==> src/rtl/eon_mem_pkg.sv <==
// Shared definitions for the MEM pipeline stage.
//   - func3 access-size encodings (MEM_B/H/W/BU/HU)
//   - mem_state_t: FSM states of the memory sequencer
//   - WORD_BYTES: bytes per memory word
//   - size_mask(): byte-lane mask of an access before it is shifted by the address offset
package eon_mem_pkg;

    localparam logic [2:0] MEM_B  = 3'd0;
    localparam logic [2:0] MEM_H  = 3'd1;
    localparam logic [2:0] MEM_W  = 3'd2;
    localparam logic [2:0] MEM_BU = 3'd4;
    localparam logic [2:0] MEM_HU = 3'd5;

    localparam int WORD_BYTES = 4;

    typedef enum logic [1:0] {
        IDLE  = 2'd0,
        BEAT0 = 2'd1,
        BEAT1 = 2'd2,
        DONE  = 2'd3
    } mem_state_t;

    // Stores only know B/H/W (anything above 2 is a word); loads also have BU/HU.
    // Unused encodings fall back to a full word.
    function automatic logic [WORD_BYTES-1:0] size_mask(input logic [2:0] mode,
                                                        input logic       is_write);
        logic [WORD_BYTES-1:0] m;
        m = 4'b1111;
        if (is_write) begin
            case (mode)
                MEM_B:   m = 4'b0001;
                MEM_H:   m = 4'b0011;
                default: m = 4'b1111;
            endcase
        end else begin
            case (mode)
                MEM_B, MEM_BU: m = 4'b0001;
                MEM_H, MEM_HU: m = 4'b0011;
                default:       m = 4'b1111;
            endcase
        end
        return m;
    endfunction

endpackage

==> src/rtl/mem_lane_align.sv <==
// Combinational byte-lane steering for the MEM stage.
//   offset, addressMode, isWrite : describe the access
//   beat                         : 0 = first (low) word, 1 = second (overflow) word
//   storeData -> wdata, byteEn   : lane-shifted store data and active lanes for this beat
//   split                        : access crosses a word boundary and needs two beats
//   rdata0, rdata1 -> loadValue  : read words of both beats assembled and sign/zero-extended
module mem_lane_align
    import eon_mem_pkg::*;
#(
    parameter int width = 32
) (
    input  logic [1:0]            offset,
    input  logic [2:0]            addressMode,
    input  logic                  isWrite,
    input  logic                  beat,
    input  logic [width-1:0]      storeData,
    output logic [width-1:0]      wdata,
    output logic [WORD_BYTES-1:0] byteEn,
    output logic                  split,
    input  logic [width-1:0]      rdata0,
    input  logic [width-1:0]      rdata1,
    output logic [width-1:0]      loadValue
);

    logic [2*WORD_BYTES-1:0] lanes;
    logic [5:0]              lo_shift;
    logic [5:0]              hi_shift;
    logic [2*width-1:0]      pair;
    logic [width-1:0]        raw;

    always_comb begin
        // Upper half of the shifted mask are the lanes spilling into the next word.
        lanes    = {{WORD_BYTES{1'b0}}, size_mask(addressMode, isWrite)} << offset;
        split    = |lanes[2*WORD_BYTES-1:WORD_BYTES];
        byteEn   = beat ? lanes[2*WORD_BYTES-1:WORD_BYTES] : lanes[WORD_BYTES-1:0];

        lo_shift = {1'b0, offset, 3'b000};
        hi_shift = 6'd32 - lo_shift;
        wdata    = beat ? (storeData >> hi_shift) : (storeData << lo_shift);

        // Little-endian: the second word supplies the bytes above the first.
        pair     = {rdata1, rdata0} >> lo_shift;
        raw      = pair[width-1:0];

        case (addressMode)
            MEM_B:   loadValue = {{(width-8){raw[7]}}, raw[7:0]};
            MEM_H:   loadValue = {{(width-16){raw[15]}}, raw[15:0]};
            MEM_BU:  loadValue = {{(width-8){1'b0}}, raw[7:0]};
            MEM_HU:  loadValue = {{(width-16){1'b0}}, raw[15:0]};
            default: loadValue = raw;
        endcase
    end

endmodule

==> src/rtl/mem_stage.sv <==
// Pipeline MEM stage: turns the EX->MEM bundle into the writeback bundle, issuing byte/half/word
// loads and stores to a single-port data memory over a req/ack handshake. Word-crossing accesses
// are split into two aligned beats; the upstream pipeline is stalled while a beat is pending.
// Ports:
//   clk, reset                  clock, synchronous active-high reset
//   readIn/writeIn/noMEMIn      op select (write > read > pass-through)
//   valueIn, addressIn          pass-through/store value, byte address
//   addressModeIn, rdIn         func3 access mode, destination register
//   memReq/memWe/memAddr/memWdata/memByteEn/memRdata/memAck   data memory port
//   wbValueOut/wbRdOut/wbEnOut  writeback bundle
//   stallOut                    freezes IF/ID/EX
//   faultOut                    one-cycle pulse on ack timeout (or trapped misaligned access)
// Build option: define MISALIGN_TRAP_EN to fault on word-crossing accesses instead of splitting.
module mem_stage
    import eon_mem_pkg::*;
#(
    parameter int width   = 32,
    parameter int rsWidth = 5,
    parameter int maxWait = 255
) (
    input  logic               clk,
    input  logic               reset,
    input  logic               readIn,
    input  logic               writeIn,
    input  logic               noMEMIn,
    input  logic [width-1:0]   valueIn,
    input  logic [width-1:0]   addressIn,
    input  logic [2:0]         addressModeIn,
    input  logic [rsWidth-1:0] rdIn,
    output logic               memReq,
    output logic               memWe,
    output logic [width-1:0]   memAddr,
    output logic [width-1:0]   memWdata,
    output logic [3:0]         memByteEn,
    input  logic [width-1:0]   memRdata,
    input  logic               memAck,
    output logic [width-1:0]   wbValueOut,
    output logic [rsWidth-1:0] wbRdOut,
    output logic               wbEnOut,
    output logic               stallOut,
    output logic               faultOut
);

    localparam logic [7:0] WaitLimit = 8'(maxWait - 1);

    mem_state_t         state_q;
    logic [7:0]         wait_q;
    logic               fault_q;
    logic               write_q;
    logic [width-1:0]   addr_q;
    logic [2:0]         mode_q;
    logic [width-1:0]   data_q;
    logic [rsWidth-1:0] rd_q;
    logic [width-1:0]   rdata0_q;
    logic [width-1:0]   rdata1_q;

    logic               accept;
    logic               trap_split;
    logic               pass_en;
    logic               in_beat;
    logic               cur_write;
    logic [width-1:0]   cur_addr;
    logic [2:0]         cur_mode;
    logic [width-1:0]   cur_data;
    logic [width-1:0]   lane_wdata;
    logic [3:0]         lane_be;
    logic               split;
    logic [width-1:0]   load_value;
    logic [width-1:0]   beat_off;

    // The cycle after a fault the upstream still presents the faulting op; it must not be
    // re-accepted, so that cycle is treated as a bubble and the stall is released.
    assign accept  = (state_q == IDLE) && !reset && !fault_q && (writeIn || readIn);
    assign pass_en = noMEMIn && !writeIn && !readIn && !fault_q && (rdIn != '0);
    assign in_beat = (state_q == BEAT0) || (state_q == BEAT1);

    // In IDLE the request is issued straight from the inputs so it starts in the accept cycle.
    always_comb begin
        if (state_q == IDLE) begin
            cur_write = writeIn;
            cur_addr  = addressIn;
            cur_mode  = addressModeIn;
            cur_data  = valueIn;
        end else begin
            cur_write = write_q;
            cur_addr  = addr_q;
            cur_mode  = mode_q;
            cur_data  = data_q;
        end
    end

    mem_lane_align #(
        .width(width)
    ) u_align (
        .offset     (cur_addr[1:0]),
        .addressMode(cur_mode),
        .isWrite    (cur_write),
        .beat       (state_q == BEAT1),
        .storeData  (cur_data),
        .wdata      (lane_wdata),
        .byteEn     (lane_be),
        .split      (split),
        .rdata0     (rdata0_q),
        .rdata1     (rdata1_q),
        .loadValue  (load_value)
    );

`ifdef MISALIGN_TRAP_EN
    assign trap_split = accept && split;
`else
    assign trap_split = 1'b0;
`endif

    always_comb begin
        beat_off  = (state_q == BEAT1) ? width'(WORD_BYTES) : {width{1'b0}};
        memReq    = (accept && !trap_split) || in_beat;
        memWe     = memReq && cur_write;
        memAddr   = memReq ? ({cur_addr[width-1:2], 2'b00} + beat_off) : '0;
        memWdata  = memReq ? lane_wdata : '0;
        memByteEn = memReq ? lane_be : 4'b0000;
        stallOut  = accept || in_beat;
        faultOut  = fault_q;
    end

    always_ff @(posedge clk) begin
        if (reset) begin
            state_q    <= IDLE;
            wait_q     <= '0;
            fault_q    <= 1'b0;
            write_q    <= 1'b0;
            addr_q     <= '0;
            mode_q     <= '0;
            data_q     <= '0;
            rd_q       <= '0;
            rdata0_q   <= '0;
            rdata1_q   <= '0;
            wbValueOut <= '0;
            wbRdOut    <= '0;
            wbEnOut    <= 1'b0;
        end else begin
            fault_q <= 1'b0;
            case (state_q)
                IDLE: begin
                    if (accept) begin
                        write_q <= writeIn;
                        addr_q  <= addressIn;
                        mode_q  <= addressModeIn;
                        data_q  <= valueIn;
                        rd_q    <= rdIn;
                        wait_q  <= '0;
                        wbEnOut <= 1'b0;
                        if (trap_split) fault_q <= 1'b1;
                        else            state_q <= BEAT0;
                    end else begin
                        wbValueOut <= valueIn;
                        wbRdOut    <= rdIn;
                        wbEnOut    <= pass_en;
                    end
                end
                BEAT0: begin
                    if (memAck) begin
                        rdata0_q <= memRdata;
                        wait_q   <= '0;
`ifdef MISALIGN_TRAP_EN
                        state_q  <= DONE;
`else
                        state_q  <= split ? BEAT1 : DONE;
`endif
                    end else if (wait_q == WaitLimit) begin
                        state_q <= IDLE;
                        fault_q <= 1'b1;
                    end else begin
                        wait_q <= wait_q + 8'd1;
                    end
                end
`ifndef MISALIGN_TRAP_EN
                BEAT1: begin
                    if (memAck) begin
                        rdata1_q <= memRdata;
                        wait_q   <= '0;
                        state_q  <= DONE;
                    end else if (wait_q == WaitLimit) begin
                        state_q <= IDLE;
                        fault_q <= 1'b1;
                    end else begin
                        wait_q <= wait_q + 8'd1;
                    end
                end
`endif
                DONE: begin
                    // Inputs here are the op just completed (stall released), so ignore them.
                    state_q    <= IDLE;
                    wbValueOut <= write_q ? '0 : load_value;
                    wbRdOut    <= rd_q;
                    wbEnOut    <= !write_q && (rd_q != '0);
                end
                default: state_q <= IDLE;
            endcase
        end
    end

endmodule

==> config.mk <==
export PLATFORM = sky130hd
export DESIGN_NAME = mem_stage
export DESIGN_NICKNAME = d
export VERILOG_FILES = /design/src/rtl/eon_mem_pkg.sv /design/src/rtl/mem_lane_align.sv /design/src/rtl/mem_stage.sv
export SDC_FILE = /design/constraint.sdc
export NUM_CORES = 1
export LEC_CHECK = 0
export CAP_MARGIN = 20
export CORE_MARGIN = 2
export CORE_UTILIZATION = 45
export CTS_CLUSTER_SIZE = 40
export DETAILED_ROUTE_END_ITERATION = 10
export GPL_TIMING_DRIVEN = 0
export PLACE_DENSITY_LB_ADDON = 0.25
export SETUP_SLACK_MARGIN = 0.05
export SLEW_MARGIN = 20
export SYNTH_ARGS = -nofsm -noshare
export SYNTH_HDL_FRONTEND = slang
export SYNTH_HIERARCHICAL = 1
export SYNTH_SLANG_ARGS = --single-unit
==> constraint.sdc <==
create_clock -name clk -period 6 [get_ports clk]
set_input_delay 0.9 -clock clk [delete_from_list [all_inputs] [get_ports clk]]
set_output_delay 0.9 -clock clk [all_outputs]
set_load 0.05 [all_outputs]
==> run_results.csv <==
group,metric,value,unit
run_status,outcome,"finished, final reports clean",
floorplan,fp.dieW,162,um
sta,rsz0062_at_grt,"no",
placed_design,finalWeightedCongestion,1.02,
clocking,cts_post_setup_buffers_inserted,0,
final_layout,drive_gt1_share,12.3,%
min_path,worst_hold_path_type,"register to register",
final_layout,final_util,58.8,%
clocking,postCtsHoldBufs,0,
critical_path,crit_arrival,4990,ps
floorplan,io_pins,220,
clocking,tritoncts,"yes",
sta,worst_slew_pin_slew,966,ps
clocking,worstSkewPairLatency,440,ps
clocking,total_cts_buffers,17,
sta,timing.final.max_slew_violations,0,
floorplan,rows,57,
sta,worst_slew_margin_rel,35.2,%
route,dr_pass1_iterations,6,
clocking,cts_max_level,4,
route,detailedRoute.firstIterationViolations,1331,
sta,hold_ws,456,ps
floorplan,die_area,26200,um^2
route,drt_wl_total,41500,um
final_layout,design.final.nets,1767,
floorplan,core_region_area,24400,um^2
clocking,number_of_sinks_handled_by_clock_tree_synthesis,178,
critical_path,endpoint_kind,"primary output",
final_layout,instances_no_fill,1984,
clocking,path_clk_slew,70,ps
pwr,peakVddDrop,202,uV
critical_path,critPathRequiredTime,5100,ps
job,maxCapViolations,0,
critical_path,worstPathMaxFanout,28,
clocking,cts.path.max_buffers,2,
route,routed_wire_length_per_instance,20.9,um
floorplan,die_h,162,um
placed_design,buffer_ports.inserted,217,
sta,finClkSkew,12.1,ps
pwr,powerDensity,296,nW/um^2
synthesis,yosysWarnings,6,
sta,fmax,0.170,GHz
placed_design,place_ws,-1370,ps
grt,grt_remaining_overflow,0,
route,detail-route-antenna-nets,0,
sta,setup_violations,0,
sta,layout_setup_ws,115,ps
grt,antenna_found_initial,0,
grt,wire_length_of_the_first_global_routing_pass,63200,um
route,met3_wirelength,4300,um
sta,fin_tns_setup,0,ps
route,vias,12000,
clocking,clk_root_buffer_cell,"clkbuf_16",
critical_path,critical_path_startpoint_category,"register",
route,met2_length,18200,um
sta,final_hold_viol_count,0,
final_layout,areaGrowthSynthToFinish,28.0,%
placed_design,placed_cells,1954,
final_layout,antenna_cells,0,
route,vias_per_cell,6.03,
route,routed.top_layer,"met4",
grt,number_of_global_route_vias_before_repair,11000,
grt,groute.usage.overall,31.1,%
grt,grt_max_degree,29,
route,drt_drc_violations_left,0,
synthesis,mappedNetlistArea,11200,um^2
placed_design,place.detailed.hpwl,32200,um
route,routed_length_on_met1,17400,um
synthesis,post_syn_area_per_cell,7.93,um^2
sta,fin_crit_sh,98.1,%
sta,final.min_clock_period,5890,ps
synthesis,post_synth_inst_count,1412,
critical_path,timing_worst_setup_path_type,"register to primary output",
pwr,leakage_component_of_the_power,0.00522,uW
floorplan,start_util,45.9,%
==> critical path, cell delays in order, from the launching register on <==
cell             delay [ps]
dfxtp_1                 360
inv_1                   100
ha_1                    280
buf_4                   250
buf_12                  220
mux2_2                  370
buf_2                   200
inv_1                   140
clkbuf_4                250
clkbuf_4                260
ha_1                    260
buf_6                   150
nor3b_4                 430
buf_2                   350
a221oi_1                130
nor2_1                  130
and2_1                  130
clkdlybuf4s15_1         510
==> final cells by class <==
type	count	area [um^2]
buffer	121	564
inverter	13	48.8
clock inverter	12	126
tap	324	405
multi-input combinational	1099	7050
timing repair buffer	217	2150
fill	2239	10000
sequential	178	3560
clock buffer	20	437
==> flip-flops by register name, summed over array words and instances, names as in the netlist <==
signal	cells
rdata1_q	24
faultOut	1
wbEnOut	1
addr_q	32
wbRdOut	5
data_q	32
rd_q	5
rdata0_q	32
mode_q	3
state_q	2
write_q	1
wbValueOut	32
wait_q	8
==> per-layer routing <==
layer	vias to the layer above	global-route usage, %
met5	-	0
met4	0	12.5
met3	109	6.46
met2	715	48.0
met1	5643	42.6
li1	5489	-
==> path summary, 6_finish.rpt <==
kind | cells past startpoint | end | startpoint | slack [ps]
hold / removal | 2 | data_q[30] | data_q[30] | 460
setup reg to reg | 12 | wbValueOut[18] | state_q[0] | 2360
hold reg to reg | 2 | data_q[30] | data_q[30] | 460
setup / recovery | 17 | memWdata[18] | state_q[0] | 110
==> cells in the final DEF (no fill, tap or decap), types with 38 or more instances in the layout <==
cell and count:
nand2_1 311, clkdlybuf4s50_1 187, a21oi_1 178, dfxtp_1 178, nor2_1 80, clkbuf_1 79, mux2_2 66, and2_1 42
nor2b_1 38, a211oi_1 38
==> per-stage QoR <==
| step | instance area (um^2) | power, uW |
|---|---|---|
| global placement | 13800 | 3130 |
| detailed placement | 13800 | 3150 |
| global route | 14300 | 4400 |
| CTS | 14400 | 4230 |
| floorplan | 11200 | 2540 |
| finish | 14300 | 4250 |
==> power by group <==
part           leakage, uW  internal, uW  total (uW)  switching, uW
clock network     0.000273           583        1100            520
registers          0.00146          1280        1350           75.2
logic              0.00349           638        1790           1150
==> timing repair <==
action | in CTS | in global routing
hold endpoints to repair | 0 | 0
resized for setup | 81 | 19
setup endpoints to repair | 49 | 30
gates cloned | 0 | 0
pin swaps | 0 | 1
No activity file was read; power rests on OpenSTA's default activity.
